--- src/rtl/ad5791_init_seq.sv ---
`default_nettype none
// ============================================================================
// Module      : ad5791_init_seq
// Description : Bring-up sequencer and request arbiter in front of the
//               axis_AD5791 serializer. After reset it waits POR_CYCLES,
//               issues a software reset, waits POR_CYCLES again, then writes
//               the control and clearcode registers. Afterwards it forwards
//               20-bit user samples as DAC-register writes and arbitrates
//               them against software-CLR and re-initialisation requests.
// Ports       : s_axis_aclk     - clock
//               s_axis_aresetn  - synchronous active-low reset
//               s_axis_*        - 20-bit user sample stream (slave)
//               m_axis_*        - 24-bit word stream to the serializer
//               reinit          - pulse: request full re-initialisation
//               sw_clr          - pulse: request software CLR
//               init_done       - high in RUN or SAMPLE
//               busy            - high whenever the sequencer is not in RUN
// Revision    : 1.0 - initial release
// ============================================================================
module ad5791_init_seq #(
    parameter int          POR_CYCLES = 1000,
    parameter logic [19:0] CTRL_WORD  = 20'h00012,
    parameter logic [19:0] CLEARCODE  = 20'h80000
) (
    input  logic        s_axis_aclk,
    input  logic        s_axis_aresetn,
    input  logic [19:0] s_axis_tdata,
    input  logic        s_axis_tvalid,
    output logic        s_axis_tready,
    output logic [23:0] m_axis_tdata,
    output logic        m_axis_tvalid,
    input  logic        m_axis_tready,
    input  logic        reinit,
    input  logic        sw_clr,
    output logic        init_done,
    output logic        busy
);

    localparam int                CNT_W    = $clog2(POR_CYCLES + 1);
    localparam logic [CNT_W-1:0] CNT_LAST = CNT_W'(POR_CYCLES - 1);

    localparam logic [23:0] WORD_SWRST = 24'h400004;
    localparam logic [23:0] WORD_SWCLR = 24'h400002;
    localparam logic [23:0] WORD_CTRL  = {4'b0010, CTRL_WORD};
    localparam logic [23:0] WORD_CLRC  = {4'b0011, CLEARCODE};

    localparam logic [2:0] ST_POR_WAIT = 3'd0;
    localparam logic [2:0] ST_SWRST    = 3'd1;
    localparam logic [2:0] ST_RST_WAIT = 3'd2;
    localparam logic [2:0] ST_CTRL     = 3'd3;
    localparam logic [2:0] ST_CLRC     = 3'd4;
    localparam logic [2:0] ST_RUN      = 3'd5;
    localparam logic [2:0] ST_SAMPLE   = 3'd6;
    localparam logic [2:0] ST_SWCLR    = 3'd7;

    logic [2:0]       state;
    logic [CNT_W-1:0] wait_cnt;
    logic             reinit_pend;
    logic             clr_pend;
    logic             accept;
    logic             svc_reinit;
    logic             svc_clr;

    assign accept     = m_axis_tvalid && m_axis_tready;
    // Requests are only serviced from RUN; reinit outranks clr.
    assign svc_reinit = (state == ST_RUN) && reinit_pend;
    assign svc_clr    = (state == ST_RUN) && !reinit_pend && clr_pend;

    assign s_axis_tready = (state == ST_RUN) && !reinit_pend && !clr_pend;
    assign init_done     = (state == ST_RUN) || (state == ST_SAMPLE);
    assign busy          = (state != ST_RUN);

    // Main sequencer. Each send state's word is loaded on the transition
    // into that state so the output stays fully registered.
    always_ff @(posedge s_axis_aclk) begin
        if (!s_axis_aresetn) begin
            state         <= ST_POR_WAIT;
            wait_cnt      <= '0;
            m_axis_tdata  <= '0;
            m_axis_tvalid <= 1'b0;
        end else begin
            case (state)
                ST_POR_WAIT: begin
                    if (wait_cnt == CNT_LAST) begin
                        state         <= ST_SWRST;
                        m_axis_tdata  <= WORD_SWRST;
                        m_axis_tvalid <= 1'b1;
                    end else begin
                        wait_cnt <= wait_cnt + 1'b1;
                    end
                end
                ST_SWRST: begin
                    if (accept) begin
                        state         <= ST_RST_WAIT;
                        wait_cnt      <= '0;
                        m_axis_tvalid <= 1'b0;
                    end
                end
                ST_RST_WAIT: begin
                    if (wait_cnt == CNT_LAST) begin
                        state         <= ST_CTRL;
                        m_axis_tdata  <= WORD_CTRL;
                        m_axis_tvalid <= 1'b1;
                    end else begin
                        wait_cnt <= wait_cnt + 1'b1;
                    end
                end
                ST_CTRL: begin
                    // Back-to-back: tvalid stays high into CLRC.
                    if (accept) begin
                        state        <= ST_CLRC;
                        m_axis_tdata <= WORD_CLRC;
                    end
                end
                ST_RUN: begin
                    if (svc_reinit) begin
                        state         <= ST_SWRST;
                        m_axis_tdata  <= WORD_SWRST;
                        m_axis_tvalid <= 1'b1;
                    end else if (svc_clr) begin
                        state         <= ST_SWCLR;
                        m_axis_tdata  <= WORD_SWCLR;
                        m_axis_tvalid <= 1'b1;
                    end else if (s_axis_tvalid) begin
                        // No pending request here, so s_axis_tready is high.
                        state         <= ST_SAMPLE;
                        m_axis_tdata  <= {4'b0001, s_axis_tdata};
                        m_axis_tvalid <= 1'b1;
                    end
                end
                ST_CLRC, ST_SAMPLE, ST_SWCLR: begin
                    if (accept) begin
                        state         <= ST_RUN;
                        m_axis_tvalid <= 1'b0;
                    end
                end
                default: begin
                    state         <= ST_POR_WAIT;
                    wait_cnt      <= '0;
                    m_axis_tvalid <= 1'b0;
                end
            endcase
        end
    end

    // Pending request flags. A pulse landing on the edge that services (or
    // supersedes) the same request is merged into it rather than re-queued.
    always_ff @(posedge s_axis_aclk) begin
        if (!s_axis_aresetn) begin
            reinit_pend <= 1'b0;
            clr_pend    <= 1'b0;
        end else if (svc_reinit) begin
            reinit_pend <= 1'b0;
            clr_pend    <= 1'b0;
        end else begin
            if (reinit) begin
                reinit_pend <= 1'b1;
            end
            if (svc_clr) begin
                clr_pend <= 1'b0;
            end else if (sw_clr) begin
                clr_pend <= 1'b1;
            end
        end
    end

endmodule
`default_nettype wire

--- config.mk ---
export PLATFORM = sky130hd
export DESIGN_NAME = ad5791_init_seq
export DESIGN_NICKNAME = d
export VERILOG_FILES = /design/src/rtl/ad5791_init_seq.sv
export SDC_FILE = /design/constraint.sdc
export NUM_CORES = 1
export LEC_CHECK = 0
export CORE_MARGIN = 2
export CORE_UTILIZATION = 30
export CTS_BUF_LIST = sky130_fd_sc_hd__clkbuf_4 sky130_fd_sc_hd__clkbuf_8 sky130_fd_sc_hd__clkbuf_16
export DETAILED_ROUTE_END_ITERATION = 16
export SKIP_CTS_REPAIR_TIMING = 1
export SLEW_MARGIN = 20
export SYNTH_ARGS = -nofsm -noshare
export SYNTH_HDL_FRONTEND = slang
export SYNTH_SLANG_ARGS = --single-unit
--- constraint.sdc ---
create_clock -name s_axis_aclk -period 3.48 [get_ports s_axis_aclk]
set_clock_uncertainty 0.15 [all_clocks]
set_input_delay 0.696 -clock s_axis_aclk [delete_from_list [all_inputs] [get_ports s_axis_aclk]]
set_output_delay 0.696 -clock s_axis_aclk [all_outputs]
set_load 0.01 [all_outputs]
==> results of run 1 <==
-- logic make-up after synthesis --
kind of cell	share of synthesized area, %
and+or+nand+nor	26.4
AOI/OAI and AO/OA	25.8
DFF	39.9
buffers and inverters	6.13
muxes	1.02
adders and majority gates	0.639
other	0.192
-- path summary, 6_finish.rpt --
path                                      from                            end  cells past startpoint
setup / recovery         state[2]$_SDFFE_PN0P_                  s_axis_tready                      4
hold / removal    m_axis_tdata[7]$_SDFFE_PN0P_   m_axis_tdata[7]$_SDFFE_PN0P_                      2
setup reg to reg      wait_cnt[2]$_SDFFE_PN0P_  m_axis_tdata[19]$_SDFFE_PN0P_                      5
hold reg to reg   m_axis_tdata[7]$_SDFFE_PN0P_   m_axis_tdata[7]$_SDFFE_PN0P_                      2
-- flip-flops by register name, indices dropped and copies added (netlist names) --
name / count
clr_pend: 1
m_axis_tvalid: 1
m_axis_tdata: 23
reinit_pend: 1
wait_cnt: 10
state: 3
-- Yosys cell counts (4+ instances only) --
cell | number | area (sq um)
nand2_1 | 41 | 154
buf_2 | 6 | 30.0
a2111o_1 | 7 | 78.8
clkbuf_1 | 11 | 41.3
o21ai_1 | 23 | 115
inv_1 | 4 | 15.0
a21oi_1 | 14 | 70.1
nand4_1 | 20 | 125
dfxtp_1 | 39 | 781
nand2b_1 | 4 | 25.0
nand3_1 | 11 | 55.1
-- per-stage QoR --
stage               hold slack [ns]  instances  setup WS (ns)  power (mW)
floorplan                     0.305        241           1.48       0.491
global placement              0.286        354          0.744       0.527
detailed placement            0.293        354          0.692       0.527
CTS                           0.305        362          0.506       0.910
global route                  0.325        362          0.375       0.940
finish                        0.302        362          0.491       0.896
-- power by group --
group          switching, mW  internal (mW)
Sequential           0.00586          0.451
Clock                  0.166          0.214
Combinational         0.0248         0.0352
Total                  0.197          0.699
-- worst max-delay path, cell delays in order, from the launching register on --
cell	delay (ns)
dfxtp_1	0.62
and3b_1	0.43
nand2_1	0.16
inv_1	0.11
clkdlybuf4s50_1	0.53
-- final cells by class --
type / count / area [sq um]
clock buffers: 5 / 68.8
clock inverters: 3 / 43.8
fillers: 627 / 3680
inverters: 5 / 18.8
multi-input cells: 175 / 1060
flip-flops and latches: 39 / 781
well taps: 77 / 96.3
repair buffers: 58 / 566
-- layer usage --
| layer | part of all wire, % | wire (um) | GRT usage, % |
|---|---|---|---|
| met5 | 0 | 0 | 0 |
| met4 | 1.4 | 70 | 3.90 |
| met3 | 6.6 | 334 | 4.42 |
| met2 | 46 | 2300 | 21.5 |
| met1 | 46 | 2350 | 18.4 |
==> results.tsv, run 1 <==
stage	metric	value	unit
cts	clk_latency	0.29	ns
sta	fin_crit_sh	85.9	%
placement	port_buffers	52	
critical_path	crit_required	2.63	ns
die	fp-row-count	29	
sta	fin_setup_tns	0	ns
route	viasPerCell	5.31	
sta	setup_violations	0	
route	wl_per_cell	14.0	um
sta	clock.fmax	0.335	GHz
synth	synth_seq_area_share	39.9	%
power	max-vdd-ir-drop	0.150	mV
power	power.density	341	nW/um^2
critical_path	crit_path_start_kind	flop	
grt	grt_pass1_wl	8.19	mm
grt	antenna_found_initial	0	
synth	synth_cells	241	
synth	synth_area	1960	sq um
route	drc	0	
route	dr.pass1.iters	4	
sta	slew_headroom	50.4	%
cts	numCtsBuffers	5	
sta	drv_slew	0	
layout	stdcell_area	2630	sq um
grt	grt-ovfl-total	0	
layout	final_common_cell	clkdlybuf4s50_1	
cts	cts_tree	yes	
critical_path	critPathMaxFanout	17	
layout	layout-drive-gt1-share	6.67	%
cts	cts.sinks	39	
sta	rsz0062_at_grt	false	
route	totalWireLength	5.06	mm
critical_path	endpoint_kind	primary output	
die	start_util	31.0	%
die	fp.dieW	84.8	um
sta	worstMarginPinSlew	0.743	ns
critical_path	regToRegSetupSlack	1.12	ns
synth	ys_async_sr_fraction	0	%
cts	ctsHtreeMaxLevel	2	
layout	nets	311	
grt	grt_pass1_vias	1749	
grt	grt_use_total	13.8	%
synth	ys_ff_latch	39	
synth	synth_cell_types	47	
die	dieArea	7190	sq um
synth	syn_avg_cell_area	8.13	sq um
placement	dp_hpwl	3.40	mm
route	num_vias	1923	
outcome	status	finished clean	
grt	grt_max_degree	39	
layout	final_cell_mix	clkdlybuf4s50_1, nand2_1, dfxtp_1	
die	die_y	84.8	um
cts	cts_max_path_buffers	2	
job	drv_cap	0	
cts	clk_pin_slew_worst_paths	0.08	ns
placement	dpl_cell_area	2520	sq um
route	ant_nets	0	
synth	synth_ff_type	dfxtp_1	
layout	num_antenna_cells	0	
critical_path	crit_type	flop to primary output	
synth	mappedNetlistNets	268	
layout	fin_util	41.7	%
route	drt_iter0_drc	159	
layout	area_growth	34.4	%
sta	fin_crit	2.99	ns
die	ios	54	
sta	hold_viol_final	0	
min_path	hold_class	flop to flop	
critical_path	arrival	2.14	ns
cts	cts_root_buf	clkbuf_8	
synth	synth-edff-count	0	
placement	gp_congestion	0.816	
power	p_leak	0.930	nW
die	core_area	6310	sq um
synth	synth_warnings	0	
Note: power is estimated with default switching activity, not from simulation.
==> run 2, diff against run 1 <==
--- a/config.mk
+++ b/config.mk
@@ -7,7 +7,7 @@
 export LEC_CHECK = 0
 export CORE_MARGIN = 2
 export CORE_UTILIZATION = 30
-export CTS_BUF_LIST = sky130_fd_sc_hd__clkbuf_4 sky130_fd_sc_hd__clkbuf_8 sky130_fd_sc_hd__clkbuf_16
+export CTS_BUF_LIST = sky130_fd_sc_hd__clkbuf_2
 export DETAILED_ROUTE_END_ITERATION = 16
 export SKIP_CTS_REPAIR_TIMING = 1
 export SLEW_MARGIN = 20
==> results.tsv, run 2 (synthesis results as in run 1) <==
stage	metric	value	unit	change
grt	grt_pass1_wl	8.21	mm	was 8.19 mm
sta	setup_violations	0		unchanged
route	ant_nets	0		unchanged
layout	multiInputGateArea	1060	sq um	unchanged
die	fp-row-count	29		unchanged
sta	worstMarginPinSlew	0.761	ns	was 0.743 ns
cts	cts.sinks	39		unchanged
grt	use_met3	4.42	%	unchanged
layout	fin_cells	362		unchanged
cts	cts_tree	yes		unchanged
sta	rsz0062_at_grt	false		unchanged
layout	largest_reg_flops	23		unchanged
cts	clk_pin_slew_worst_paths	0.21	ns	was 0.08 ns
critical_path	endpoint_kind	primary output		unchanged
layout	layout-drive-gt1-share	6.67	%	unchanged
power	power.share.switching	24.1	%	was 22.0%
layout	nets	311		unchanged
critical_path	crit_type	flop to primary output		unchanged
grt	gr-usage-met1	18.4	%	about the same
route	totalWireLength	5.10	mm	was 5.06 mm
critical_path	crit_required	2.63	ns	about the same
cts	cts_max_path_buffers	2		unchanged
die	start_util	31.0	%	unchanged
power	intPower	0.609	mW	was 0.699 mW
power	max-vdd-ir-drop	0.149	mV	was 0.150 mV
grt	use_met2	21.6	%	was 21.5%
layout	nFillCells	629		was 627
layout	regMostFlops	m_axis_tdata		unchanged
grt	antenna_found_initial	0		unchanged
layout	reg.largest.list	m_axis_tdata (23), wait_cnt (10), state (3)		unchanged
route	drt_iter0_drc	141		was 159
grt	grt_max_degree	39		unchanged
route	dr.pass1.iters	4		unchanged
min_path	hold_class	flop to flop		unchanged
die	fp.dieW	84.8	um	unchanged
sta	fin_crit_sh	90.2	%	was 85.9%
grt	grt_pass1_vias	1760		was 1,749
layout	area_growth	32.1	%	was 34.4%
power	power.total	0.802	mW	was 0.896 mW
power	p_switching	0.193	mW	was 0.197 mW
die	ios	54		unchanged
sta	hold_ws	0.315	ns	was 0.302 ns
power	combPwrFrac	7.5	%	was 6.7%
power	seqPwrFrac	57.1	%	was 50.9%
critical_path	critPathMaxFanout	17		unchanged
cts	numCtsBuffers	5		unchanged
job	drv_cap	0		unchanged
placement	port_buffers	52		unchanged
sta	hold_viol_final	0		unchanged
sta	fin_crit	3.14	ns	was 2.99 ns
layout	final_cell_mix	clkdlybuf4s50_1, nand2_1, dfxtp_1		unchanged
grt	busiest_layer	met2		unchanged
sta	fin_setup_tns	0	ns	unchanged
sta	clock.fmax	0.319	GHz	was 0.335 GHz
power	power.density	310	nW/um^2	was 341 nW/um^2
placement	dp_hpwl	3.40	mm	unchanged
placement	pre_cts_slack	0.692	ns	unchanged
grt	grt_use_total	13.8	%	about the same
placement	gp_congestion	0.816		unchanged
critical_path	arrival	2.29	ns	was 2.14 ns
layout	fin_util	41.0	%	was 41.7%
sta	drv_slew	0		unchanged
layout	stdcell_area	2590	sq um	was 2630 sq um
grt	grt-ovfl-total	0		unchanged
placement	place_inst	354		unchanged
layout	final_common_cell	clkdlybuf4s50_1		unchanged
placement	dpl_cell_area	2520	sq um	unchanged
route	drc	0		unchanged
cts	clk_latency	0.40	ns	was 0.29 ns
layout	seqCellArea	781	sq um	unchanged
die	dieArea	7190	sq um	unchanged
route	wl_per_cell	14.1	um	was 14.0 um
outcome	status	finished clean		unchanged
layout	num_antenna_cells	0		unchanged
critical_path	crit_path_start_kind	flop		unchanged
power	p_leak	0.915	nW	was 0.930 nW
route	viasPerCell	5.29		was 5.31
sta	slew_headroom	49.2	%	was 50.4%
cts	cts_root_buf	clkbuf_2		was clkbuf_8
route	num_vias	1914		was 1,923
cts	ctsHtreeMaxLevel	2		unchanged
die	core_area	6310	sq um	unchanged
power	power_frac_clock	35.4	%	was 42.4%
die	die_y	84.8	um	unchanged
sta	fin_ws	0.342	ns	was 0.491 ns
==> run 2: area by class of cell <==
class | instances | area share [%]
multi-input cells | 175 | 40.9
flip-flops and latches | 39 | 30.2
clock buffers | 5 | 0.967
well taps | 77 | 3.72
inverters | 5 | 0.725
repair buffers | 58 | 21.9
clock inverters | 3 | 1.69
==> run 2: path summary, 6_finish.rpt <==
path	start	end	slack, ns	depth (start not counted)
min reg2reg	m_axis_tdata[7]$_SDFFE_PN0P_	m_axis_tdata[7]$_SDFFE_PN0P_	0.31	2
min	m_axis_tdata[7]$_SDFFE_PN0P_	m_axis_tdata[7]$_SDFFE_PN0P_	0.31	2
max reg2reg	wait_cnt[2]$_SDFFE_PN0P_	m_axis_tdata[19]$_SDFFE_PN0P_	1.10	5
max	state[2]$_SDFFE_PN0P_	s_axis_tready	0.34	4
==> run 2: worst max-delay path, cell delays in order, from the launching register on <==
cell             delay, ns
dfxtp_1               0.66
and3b_1               0.43
nand2_1               0.16
inv_1                 0.11
clkdlybuf4s50_1       0.53
==> run 2: power groups by stage <==
| stage | combinational [mW] | clock, mW | sequential [mW] |
|---|---|---|---|
| finish | 0.0601 | 0.284 | 0.458 |
| global placement | 0.0604 | 0 | 0.467 |
| floorplan | 0.0269 | 0 | 0.464 |
| global route | 0.0657 | 0.317 | 0.460 |
| CTS | 0.0607 | 0.294 | 0.458 |
| detailed placement | 0.0604 | 0 | 0.467 |
==> run 2: per-layer routing <==
metal | routed length (um) | vias up
li1 | - | 988
met1 | 2420 | 869
met2 | 2300 | 47
met3 | 316 | 10
met4 | 67 | 0
met5 | 0 | -
==> run 3, diff against run 2 <==
--- a/config.mk
+++ b/config.mk
@@ -9,6 +9,7 @@
 export CORE_UTILIZATION = 30
 export CTS_BUF_LIST = sky130_fd_sc_hd__clkbuf_2
 export DETAILED_ROUTE_END_ITERATION = 16
+export SETUP_SLACK_MARGIN = 0.4
 export SKIP_CTS_REPAIR_TIMING = 1
 export SLEW_MARGIN = 20
 export SYNTH_ARGS = -nofsm -noshare
==> results.tsv, run 3 (synthesis results as in run 1) <==
stage	metric	value	unit	change
cts	cts.sinks	39		unchanged
route	drc	0		unchanged
placement	place_inst	354		unchanged
layout	num_antenna_cells	0		unchanged
layout	reg.largest.list	m_axis_tdata (23), wait_cnt (10), state (3)		unchanged
power	power.share.switching	24.1	%	about the same
sta	setup_violations	0		unchanged
cts	clk_latency	0.40	ns	about the same
layout	regMostFlops	m_axis_tdata		unchanged
cts	numCtsBuffers	5		unchanged
sta	fin_setup_tns	0	ns	unchanged
critical_path	regToRegEndpoint	m_axis_tdata[19]$_SDFFE_PN0P_		unchanged
grt	antenna_found_initial	0		unchanged
critical_path	crit_required	2.63	ns	about the same
die	dieArea	7190	sq um	unchanged
route	viasPerCell	5.29		unchanged
cts	cts_max_path_buffers	2		unchanged
min_path	hold_class	flop to flop		unchanged
critical_path	crit_path_start_kind	flop		unchanged
critical_path	max_stage_delay	0.53	ns	was 0.66 ns
die	start_util	31.0	%	unchanged
min_path	min_from	m_axis_tdata[7]$_SDFFE_PN0P_		unchanged
route	wl_per_cell	14.1	um	about the same
cts	clk_pin_slew_worst_paths	0.21	ns	about the same
power	p_switching	0.193	mW	about the same
critical_path	critPathMaxFanout	13		was 17
min_path	holdPathEnd	m_axis_tdata[7]$_SDFFE_PN0P_		unchanged
critical_path	reg2reg_depth	5		unchanged
critical_path	endpoint_kind	primary output		unchanged
critical_path	critPathSlowestCell	clkdlybuf4s50_1		was dfxtp_1
critical_path	cpLargestDelayFamily	buffers and inverters		was flip-flops
die	fp.dieW	84.8	um	unchanged
layout	final_cell_mix	clkdlybuf4s50_1, nand2_1, dfxtp_1		unchanged
sta	drv_slew	0		unchanged
placement	dpl_cell_area	2520	sq um	unchanged
critical_path	regToRegSetupSlack	1.10	ns	about the same
layout	area_growth	32.3	%	was 32.1%
critical_path	cp.depth	4		unchanged
die	ios	54		unchanged
min_path	holdPathStages	2		unchanged
power	power.density	310	nW/um^2	about the same
grt	grt_max_degree	39		unchanged
power	seqPwrFrac	57.1	%	about the same
route	drt_iter0_drc	121		was 141
grt	grt_pass1_wl	8.21	mm	unchanged
cts	ctsHtreeMaxLevel	2		unchanged
die	fp-row-count	29		unchanged
sta	clock.fmax	0.351	GHz	was 0.319 GHz
route	dr.pass1.iters	4		unchanged
placement	gp_congestion	0.816		unchanged
job	drv_cap	0		unchanged
critical_path	arrival	2.00	ns	was 2.29 ns
sta	rsz0062_at_grt	false		unchanged
sta	slew_headroom	49.0	%	was 49.2%
power	p_leak	0.915	nW	about the same
grt	grt-ovfl-total	0		unchanged
critical_path	crit_buf_inv	2		unchanged
critical_path	path_cells	and3b_2 > nand2_1 > inv_1 > clkdlybuf4s50_1		was and3b_1 > nand2_1 > inv_1 > clkdlybuf4s50_1
layout	layout-drive-gt1-share	7.37	%	was 6.67%
die	core_area	6310	sq um	unchanged
sta	hold_viol_final	0		unchanged
route	ant_nets	0		unchanged
power	max-vdd-ir-drop	0.149	mV	about the same
sta	fin_crit	2.85	ns	was 3.14 ns
route	totalWireLength	5.11	mm	was 5.10 mm
grt	grt_pass1_vias	1760		unchanged
grt	grt_use_total	13.8	%	unchanged
layout	fin_cells	362		unchanged
layout	nets	311		unchanged
placement	dp_hpwl	3.40	mm	unchanged
outcome	status	finished clean		unchanged
critical_path	crit_type	flop to primary output		unchanged
layout	stdcell_area	2590	sq um	about the same
critical_path	regToRegStartpoint	wait_cnt[2]$_SDFFE_PN0P_		unchanged
power	combPwrFrac	7.5	%	about the same
die	die_y	84.8	um	unchanged
layout	final_common_cell	clkdlybuf4s50_1		unchanged
power	power.total	0.803	mW	was 0.802 mW
cts	cts_tree	yes		unchanged
sta	worstMarginPinSlew	0.764	ns	was 0.761 ns
route	num_vias	1914		unchanged
placement	port_buffers	52		unchanged
layout	largest_reg_flops	23		unchanged
power	intPower	0.609	mW	about the same
cts	cts_root_buf	clkbuf_2		unchanged
power	power_frac_clock	35.5	%	was 35.4%
sta	fin_crit_sh	81.9	%	was 90.2%
[run 3: cell counts in the layout (fill, tap and decap cells not counted)]
No cell type changed its count.
[run 3: layout make-up]
class / count / area (sq um)
Sequential cell: 39 / 782
Fill cell: 634 / 3720
Multi-Input combinational cell: 175 / 1060
Timing Repair Buffer: 58 / 566
Clock inverter: 3 / 43.8
Inverter: 5 / 18.8
Tap cell: 77 / 96.3
Clock buffer: 5 / 25.0
[run 3: worst max-delay path by stage]
stage | slack (ns) | from | to
6_report | 0.63 | state[1]$_SDFFE_PN0P_ | s_axis_tready
5_1_grt | 0.47 | state[2]$_SDFFE_PN0P_ | s_axis_tready
3_3_place_gp | 0.74 | m_axis_tready | wait_cnt[5]$_SDFFE_PN0P_
3_5_place_dp | 0.69 | m_axis_tready | wait_cnt[5]$_SDFFE_PN0P_
2_1_floorplan | 1.48 | s_axis_tvalid | m_axis_tdata[22]$_SDFFE_PN0P_
4_1_cts | 0.34 | state[2]$_SDFFE_PN0P_ | s_axis_tready
[run 3: metrics by stage]
stage	worst slack (ns)	util (%)	hold WS [ns]
3_5_place_dp	0.692	39.9	0.293
6_report	0.630	41.0	0.315
4_1_cts	0.338	41.0	0.318
2_1_floorplan	1.48	-	0.305
5_1_grt	0.474	41.0	0.339
3_3_place_gp	0.744	39.9	0.286
[run 3: power groups by stage]
| stage | Sequential (mW) | Combinational [mW] | Clock (mW) |
|---|---|---|---|
| 2_1_floorplan | 0.464 | 0.0269 | 0 |
| 3_3_place_gp | 0.467 | 0.0604 | 0 |
| 3_5_place_dp | 0.467 | 0.0604 | 0 |
| 4_1_cts | 0.458 | 0.0607 | 0.294 |
| 5_1_grt | 0.460 | 0.0657 | 0.317 |
| 6_report | 0.458 | 0.0600 | 0.285 |
[run 3: metal layers]
metal / global-route usage [%] / routed length, um / vias to the layer above
li1: - / - / 984
met1: 18.4 / 2420 / 875
met2: 21.6 / 2300 / 45
met3: 4.42 / 318 / 10
met4: 3.90 / 67 / 0
met5: 0 / 0 / -
[run 3: worst reg2reg max path, cell delays in order (launching register included)]
cell	delay, ns
dfxtp_1	0.45
or3b_1	0.44
o31ai_4	0.42
buf_4	0.43
a21oi_1	0.14
a311oi_1	0.27
